File: config.mk
export PLATFORM = sky130hd
export DESIGN_NAME = ahb_slave_if_multi
export DESIGN_NICKNAME = d
export VERILOG_FILES = /design/src/rtl/ahb_slave_if_multi.sv
export SDC_FILE = /design/constraint.sdc
export NUM_CORES = 1
export LEC_CHECK = 0
export ABC_AREA = 1
export ABC_CLOCK_PERIOD_IN_PS = 3300
export CAP_MARGIN = 20
export CORE_MARGIN = 5
export CORE_UTILIZATION = 30
export DETAILED_ROUTE_END_ITERATION = 6
export GPL_TIMING_DRIVEN = 0
export SLEW_MARGIN = 20
export SYNTH_ARGS = -nofsm -noshare
export SYNTH_HDL_FRONTEND = slang
export SYNTH_SLANG_ARGS = --single-unit
File: constraint.sdc
create_clock -name Hclk -period 3.3 [get_ports Hclk]
set_input_delay 0.825 -clock Hclk [delete_from_list [all_inputs] [get_ports Hclk]]
set_output_delay 0.825 -clock Hclk [all_outputs]
set_load 0.01 [all_outputs]
File: src/rtl/ahb_slave_if_multi.sv
// AHB slave front-end for the AHB-to-APB bridge: window decode into one-hot selects,
// two-stage address/data/direction pipeline, wait-state pass-through and ERROR response.
module ahb_slave_if_multi #(
    parameter int unsigned            ADDR_W      = 32,
    parameter int unsigned            DATA_W      = 32,
    parameter int unsigned            NUM_SLV     = 3,
    parameter logic [ADDR_W-1:0]      BASE_ADDR   = 32'h8000_0000,
    parameter int unsigned            REGION_LOG2 = 26
) (
    input  logic                Hclk,
    input  logic                Hresetn,
    input  logic                Hwrite,
    input  logic                Hreadyin,
    input  logic [1:0]          Htrans,
    input  logic [ADDR_W-1:0]   Haddr,
    input  logic [DATA_W-1:0]   Hwdata,
    input  logic [DATA_W-1:0]   Prdata,
    input  logic                bridge_rdy,
    output logic                valid,
    output logic [NUM_SLV-1:0]  tempselx,
    output logic [ADDR_W-1:0]   Haddr1,
    output logic [ADDR_W-1:0]   Haddr2,
    output logic [DATA_W-1:0]   Hwdata1,
    output logic [DATA_W-1:0]   Hwdata2,
    output logic                Hwritereg,
    output logic                Hwritereg2,
    output logic [DATA_W-1:0]   Hrdata,
    output logic                Hreadyout,
    output logic [1:0]          Hresp
);

    // Upper bound held one bit wider so a window ending at the top of the map never wraps.
    localparam logic [ADDR_W:0] WIN_END =
        {1'b0, BASE_ADDR} + ((ADDR_W+1)'(NUM_SLV) << REGION_LOG2);

    typedef enum logic [1:0] {
        ST_IDLE,
        ST_ERR1,
        ST_ERR2
    } state_t;

    state_t              state_q, state_d;
    logic [ADDR_W-1:0]   haddr1_q, haddr1_d, haddr2_q, haddr2_d;
    logic [DATA_W-1:0]   hwdata1_q, hwdata1_d, hwdata2_q, hwdata2_d;
    logic                hwrite1_q, hwrite1_d, hwrite2_q, hwrite2_d;

    logic                in_win;
    logic                illegal;
    logic [ADDR_W-1:0]   offset;
    logic [ADDR_W-1:0]   idx;

    always_comb begin
        in_win   = (Haddr >= BASE_ADDR) && ({1'b0, Haddr} < WIN_END);
        offset   = Haddr - BASE_ADDR;
        idx      = offset >> REGION_LOG2;
        tempselx = '0;
        for (int unsigned i = 0; i < NUM_SLV; i++) begin
            tempselx[i] = in_win && (idx == ADDR_W'(i));
        end
        valid    = Hreadyin & Htrans[1] & in_win;
        illegal  = Hreadyin & Htrans[1] & ~in_win;
    end

    always_comb begin
        haddr1_d  = haddr1_q;
        haddr2_d  = haddr2_q;
        hwdata1_d = hwdata1_q;
        hwdata2_d = hwdata2_q;
        hwrite1_d = hwrite1_q;
        hwrite2_d = hwrite2_q;
        if (Hreadyin) begin
            haddr1_d  = Haddr;
            haddr2_d  = haddr1_q;
            hwdata1_d = Hwdata;
            hwdata2_d = hwdata1_q;
            hwrite1_d = Hwrite;
            hwrite2_d = hwrite1_q;
        end
    end

    always_comb begin
        state_d   = state_q;
        Hresp     = 2'b00;
        Hreadyout = bridge_rdy;
        case (state_q)
            ST_IDLE: begin
                if (illegal) state_d = ST_ERR1;
            end
            ST_ERR1: begin
                Hresp     = 2'b01;
                Hreadyout = 1'b0;
                state_d   = ST_ERR2;
            end
            ST_ERR2: begin
                Hresp     = 2'b01;
                Hreadyout = 1'b1;
                state_d   = illegal ? ST_ERR1 : ST_IDLE;
            end
            default: state_d = ST_IDLE;
        endcase
    end

    always_ff @(posedge Hclk or negedge Hresetn) begin
        if (!Hresetn) begin
            state_q   <= ST_IDLE;
            haddr1_q  <= '0;
            haddr2_q  <= '0;
            hwdata1_q <= '0;
            hwdata2_q <= '0;
            hwrite1_q <= 1'b0;
            hwrite2_q <= 1'b0;
        end else begin
            state_q   <= state_d;
            haddr1_q  <= haddr1_d;
            haddr2_q  <= haddr2_d;
            hwdata1_q <= hwdata1_d;
            hwdata2_q <= hwdata2_d;
            hwrite1_q <= hwrite1_d;
            hwrite2_q <= hwrite2_d;
        end
    end

    assign Haddr1     = haddr1_q;
    assign Haddr2     = haddr2_q;
    assign Hwdata1    = hwdata1_q;
    assign Hwdata2    = hwdata2_q;
    assign Hwritereg  = hwrite1_q;
    assign Hwritereg2 = hwrite2_q;
    assign Hrdata     = Prdata;

endmodule
; ---- Yosys cells after proc, flatten, opt, wreduce, memory -nomap -nowiden
; Index checks and enable logic that the tools add are counted.
[word_totals]
register_bits = 132
in_bits = 103
output_inout_bits = 169
[op_classes]
addsub = 1
n_lt_le_gt_ge = 2
n_eq_ne = 5
n_mux = 5
bitwise_logic = 4
n_reduce_logical = 7
[ops]
columns = cell, n
row1 = $ge 32x32->1 const B, 1
row2 = $logic_not 32->1, 1
row3 = $lt 32x32->1 const B, 1
row4 = $sub 32x32->32 const B, 1
row5 = $eq 6x1->1 const B, 1
row6 = $eq 6x2->1 const B, 1
row7 = $pmux 2 s3, 1
row8 = $logic_and 1x1->1, 4
row9 = $and 1x1->1, 3
row10 = $eq 2x1->1 const B, 1
row11 = $eq 2x2->1 const B, 1
row12 = $logic_not 2->1, 1
row13 = $mux 1, 2
row14 = $mux 2, 1
row15 = $ne 2x2->1 const B, 1
row16 = $pmux 1 s2, 1
row17 = $reduce_or 2->1, 1
row18 = $not 1->1, 1

; ---- Longest topological paths before layout
; Gate-level depths: netlist of the first run.
[logic_depth]
ltp_word = 6
mapped_depth = 7
ltp_nobuf = 7

; ---- Least setup slack after synthesis of the first run
; OpenSTA, ideal clock, no wires.
[synth_timing]
path_type = input to output
from = input Haddr[31]
to = output tempselx[1]
arrival_ns = 1.366
slack_ns = 1.109
cell_stages = 4
path_buffers = 0
cell_sequence = inv_1 nor2_1 nand2_1 nor3b_1
[synth_via]
elab_chain_cells = 3
[synth_lines]
columns = item, line
row1 = "start, declared", 15  ; input logic [ADDR_W-1:0] Haddr,
row2 = $sub 32x32->32 (tied with other cells), 54  ; offset = Haddr - BASE_ADDR;
row3 = $eq 6x1->1 / $logic_and 1x1->1 (equally long branches), "58, 53"
row4 = $logic_and 1x1->1 *, 58  ; tempselx[i] = in_win && (idx == ADDR_W'(i));
row5 = "end, declared", 20  ; output logic [NUM_SLV-1:0] tempselx,
; Mark *: on every way between the ends. The rest lies on a longest branch, timed or not.

; ---- Final worst setup path of the first run
[layout_timing]
from = input Haddr[31]
to = output tempselx[2]
[layout_via]
elab_chain_cells = 3
[layout_lines]
columns = item, line
row1 = $sub 32x32->32 (tied with other cells), 54
row2 = $eq 6x2->1 / $logic_and 1x1->1 (equally long branches), "58, 53"
row3 = $logic_and 1x1->1 *, 58
; Marked as above.

==> flow_metrics.tcl, run 1 <==
set metrics [dict create \
    final_cells 1045 \
    drive_gt1_share_pct 17.8 \
    cts_hold_buf 0 \
    worstPathRequired_ns 2.47 \
    fin_ws_ns 0.147 \
    fp.dieH_microns 147 \
    power_uw 4690 \
    fin_setup_tns_ns 0 \
    critPathKind "in2out" \
    crit_start "Haddr[31]" \
    start_util_pct 30.3 \
    synth_seq_cells 132 \
    synth_area_sq_um 5620 \
    clock_sinks 132 \
    grt_max_degree 69 \
    final-hold-violation-count 0 \
    grt_pass1_wl_mm 26.5 \
    r2r_setup_slack_ns 2.19 \
    die_w_microns 147 \
    critPathCaptureType "output pin" \
    period_share_pct 95.5 \
    slew_viol_final 0 \
    place_inst 1018 \
    io_buffers 236 \
    r2r_end "state_q[0]$_DFFE_PN0P_" \
    r2r_start "state_q[0]$_DFFE_PN0P_" \
    drt_iter0_drc 190 \
    power.density_nw_per_um2 531 \
    status "complete, no violations" \
    clk_pin_slew_ns 0.05 \
    fin_crit_ns 3.15 \
    drc 0 \
    grt_pass1_vias 4750 \
    diodes 0 \
    post-cts-setup-buffers 0 \
    viasPerCell 4.31 \
    arrival_ns 2.33 \
    ant_nets 0 \
    grt-ovfl-total 0 \
    drt_pass1_iterations 4 \
    synth_area_per_cell_sq_um 10.3 \
    wl_per_cell_microns 15.9 \
    crit_fanout 3 \
    antenna_found_initial 0 \
    totalWireLength_mm 16.6 \
    layout.nets 910 \
    setup_viol 0 \
    place_ws_ns 0.131 \
    track_usage_pct 15.5 \
    rsz0062_at_grt "no" \
    die_area_sq_um 21600 \
    critPathCapture "tempselx[2]" \
    cp-start-kind "input pin" \
    fmax_mhz 317 \
    final_util_pct 47.6 \
    rr_worst_depth 6 \
    syn_nets 654 \
    clock_latency_ns 0.40 \
    yosysUniqueCellTypes 20 \
    most-common-layout-cells "clkdlybuf4s50_1, dfrtp_1, nand2_1, nor2_1, inv_1" \
    cts_htree_levels 4 \
    final_common_cell "clkdlybuf4s50_1" \
    tightest_slew_ns 0.547 \
    root_buffer "clkbuf_16" \
    yosysSeqAreaShare_pct 58.7 \
    syn_inst 547 \
    synth_warnings 0 \
    fill_cells 1787 \
    ios 272 \
    hp-class "in2async" \
    finalClockSkew_ns 0.00464 \
    gp_congestion 0.747 \
    cts_buffer_depth 2 \
    ir_drop_uv 355 \
    cts_made_buffers 17 \
    drv_cap 0 \
    cts_resized 0 \
    syn_to_final_growth_pct 57.2 \
    p_leak_uw 0.00392 \
    place_hpwl_mm 12.2 \
    cts_tree "yes" \
    slew-limit-headroom_pct 63.5 \
    coreArea_sq_um 18600 \
    vias 4502 \
    rows 50 \
]
## sequential cells by signal, indices dropped and copies added, names as in the netlist
| register | count |
|---|---|
| Hwritereg2 | 1 |
| Hwdata2 | 32 |
| state_q | 2 |
| Hwdata1 | 32 |
| Haddr1 | 32 |
| Haddr2 | 32 |
| Hwritereg | 1 |
## synth_stat cells (all sizes together)
master	n	area [sq um]
dfrtp	132	3300
nand2	72	270
nor2	70	263
inv	68	255
a21oi	65	539
o21ai	64	320
buf	58	541
clkbuf	4	15.0
ha	4	50.1
nand3	4	20.0
mux2	2	22.5
nor3b	2	15.0
conb	1	3.75
nor3	1	5.00
## how the worst min path moves through the flow
stage,start,endpoint,slack [ns],depth (start not counted)
finish,Hresetn,Haddr2[10]$_DFFE_PN0P_,0.38,1
detailed placement,Hwdata2[4]$_DFFE_PN0P_,Hwdata2[4]$_DFFE_PN0P_,0.50,2
CTS,Hresetn,Haddr2[10]$_DFFE_PN0P_,0.39,1
global route,Hresetn,Haddr2[10]$_DFFE_PN0P_,0.41,1
global placement,Haddr2[31]$_DFFE_PN0P_,Haddr2[31]$_DFFE_PN0P_,0.49,1
floorplan,state_q[0]$_DFFE_PN0P_,state_q[0]$_DFFE_PN0P_,0.52,2
## worst max-delay path, stage by stage
cell and delay [ns]:
clkdlybuf4s50_1 0.45, inv_1 0.06, nor2_1 0.12, nand2_1 0.10
nor3b_1 0.20, clkdlybuf4s50_1 0.57
## report_power, final
part	switching, uW	internal, uW
combinational	482	589
clock	657	1070
sequential	101	1790
## cell families after synthesis
family,count (synthesis),synth area share [%]
adders and majority gates,4,0.890
and+or+nand+nor,149,10.2
muxes,2,0.401
DFF,132,58.7
other,1,0.0667
AOI/OAI and AO/OA,129,15.3
buffers and inverters,130,14.4
## final cells by class
cell class	instances	area (sq um)	area share [%]
flip-flops and latches	132	3300	37.4
repair buffers	237	2390	27.1
multi-input cells	285	1510	17.1
plain buffers	62	556	6.28
clock buffers	22	474	5.36
well taps	234	293	3.31
inverters	68	255	2.89
clock inverters	5	55.1	0.623
## layer usage
layer	up-vias	track usage (%)	part of all wire, %
met4	0	3.96	1.2
met2	179	24.3	46
li1	2192	-	-
met5	-	0	0
met3	11	7.93	11
met1	2120	18.9	42
## stage by stage
stage	cell area (sq um)	hold WS, ns
floorplan	5620	0.525
global placement	8280	0.488
detailed placement	8310	0.497
CTS	8840	0.387
global route	8840	0.408
finish	8840	0.380
Power figures use the tool's default switching activity.
==> run 2, diff against run 1 <==
- MAX_ROUTING_LAYER: not set -> met4
==> run 2 against run 1 <==
Combinational power about the same. Total power about the same. Non-clock buffer count stayed put. Clock power barely moved. Critical path depth is the same. First-iteration DRC count is the same.
==> flow_metrics.tcl, run 2 (same netlist as run 1, synthesis figures left out) <==
set metrics [dict create \
    final-hold-violation-count 0 \
    clock_latency_ns 0.41 \
    critPathCaptureType "output pin" \
    critPathKind "in2out" \
    drive_gt1_share_pct 17.8 \
    path_cells "clkdlybuf4s50_1 > inv_1 > nor2_1 > nand2_1 > nor3b_1 > clkdlybuf4s50_1" \
    cts_resized 0 \
    layout.nets 910 \
    fp.dieH_microns 147 \
    clk_pin_slew_ns 0.05 \
    ant_nets 0 \
    grt-ovfl-total 0 \
    cp.buffers_inverters 3 \
    cts_htree_levels 4 \
    drv_cap 0 \
    multiInputGateArea_sq_um 1510 \
    clock_sinks 132 \
    arrival_ns 2.33 \
    worstPathRequired_ns 2.47 \
    crit_path_top_delay_cell "clkdlybuf4s50_1" \
    rsz0062_at_grt "no" \
    cp-start-kind "input pin" \
    io_buffers 236 \
    final_common_cell "clkdlybuf4s50_1" \
    fill_cells 1787 \
    gp_congestion 0.756 \
    cts_buffer_depth 2 \
    root_buffer "clkbuf_16" \
    drc 0 \
    status "complete, no violations" \
    slew-limit-headroom_pct 63.5 \
    die_w_microns 147 \
    crit_family "buffers and inverters" \
    fin_setup_tns_ns 0 \
    viasPerCell 4.33 \
    p_leak_uw 0.00392 \
    regArea_sq_um 3300 \
    slowest_delay_ns 0.57 \
    period_share_pct 95.5 \
    path_common_cell "clkdlybuf4s50_1" \
    cts_tree "yes" \
    grt_max_degree 69 \
    coreArea_sq_um 18600 \
    diodes 0 \
    fmax_mhz 317 \
    cts_hold_buf 0 \
    fin_crit_ns 3.15 \
    die_area_sq_um 21600 \
    most-common-layout-cells "clkdlybuf4s50_1, dfrtp_1, nand2_1, nor2_1, inv_1" \
    crit_fanout 3 \
    grt_pass1_vias 4757 \
    totalWireLength_mm 16.6 \
    track_usage_pct 15.9 \
    start_util_pct 30.3 \
    drt_pass1_iterations 4 \
    power_uw 4700 \
    post-cts-setup-buffers 0 \
    syn_to_final_growth_pct 57.2 \
    antenna_found_initial 0 \
    power.density_nw_per_um2 531 \
    setup_viol 0 \
    ir_drop_uv 356 \
    hp-class "in2async" \
    rows 50 \
    ios 272 \
    cts_made_buffers 17 \
    drt_iter0_drc 190 \
    tightest_slew_ns 0.547 \
    finalClockSkew_ns 0.00495 \
    place_hpwl_mm 12.2 \
    slew_viol_final 0 \
    wl_per_cell_microns 15.9 \
    grt_pass1_wl_mm 26.4 \
    vias 4524 \
]
run 2: cell counts in the layout (fill, tap and decap cells not counted):
No cell type changed its count.
run 2: power by group:
group | total (uW) | internal (uW) | switching (uW)
Clock | 1730 | 1070 | 658
Combinational | 1070 | 589 | 482
Sequential | 1900 | 1790 | 102
run 2: final timing paths:
path	cells after the start	endpoint	slack, ns	from
max in group asynchronous	2	Hwdata1[8]$_DFFE_PN0P_	2.20	Hresetn
worst min register to register	1	Haddr2[31]$_DFFE_PN0P_	0.50	Haddr2[31]$_DFFE_PN0P_
worst max register to register	6	state_q[0]$_DFFE_PN0P_	2.19	state_q[0]$_DFFE_PN0P_
min in group Hclk	1	Haddr2[31]$_DFFE_PN0P_	0.50	Haddr2[31]$_DFFE_PN0P_
worst max-delay path	6	tempselx[2]	0.15	Haddr[31]
worst min-delay path	1	Haddr2[13]$_DFFE_PN0P_	0.38	Hresetn
run 2: final cells by class:
type | instances | share of cell area [%]
repair buffers | 237 | 27.1
flip-flops and latches | 132 | 37.4
well taps | 234 | 3.31
plain buffers | 62 | 6.28
inverters | 68 | 2.89
clock buffers | 22 | 5.36
multi-input cells | 285 | 17.1
clock inverters | 5 | 0.623
run 2: metal layers:
layer	wire (microns)	global-route usage (%)
met1	7120	19.2
met2	7600	24.3
met3	1670	7.40
met4	204	3.96
met5	0	-
run 2: per-stage QoR:
step / util (%) / area, sq um / instances / worst slack, ns / hold WS, ns
2_1_floorplan: - / 5620 / 547 / 1.11 / 0.525
3_3_place_gp: 44.6 / 8280 / 1017 / -4.25 / 0.488
3_5_place_dp: 44.7 / 8310 / 1018 / 0.131 / 0.497
4_1_cts: 47.6 / 8840 / 1045 / 0.115 / 0.387
5_1_grt: 47.6 / 8840 / 1045 / 0.00388 / 0.408
6_report: 47.6 / 8840 / 1045 / 0.147 / 0.378
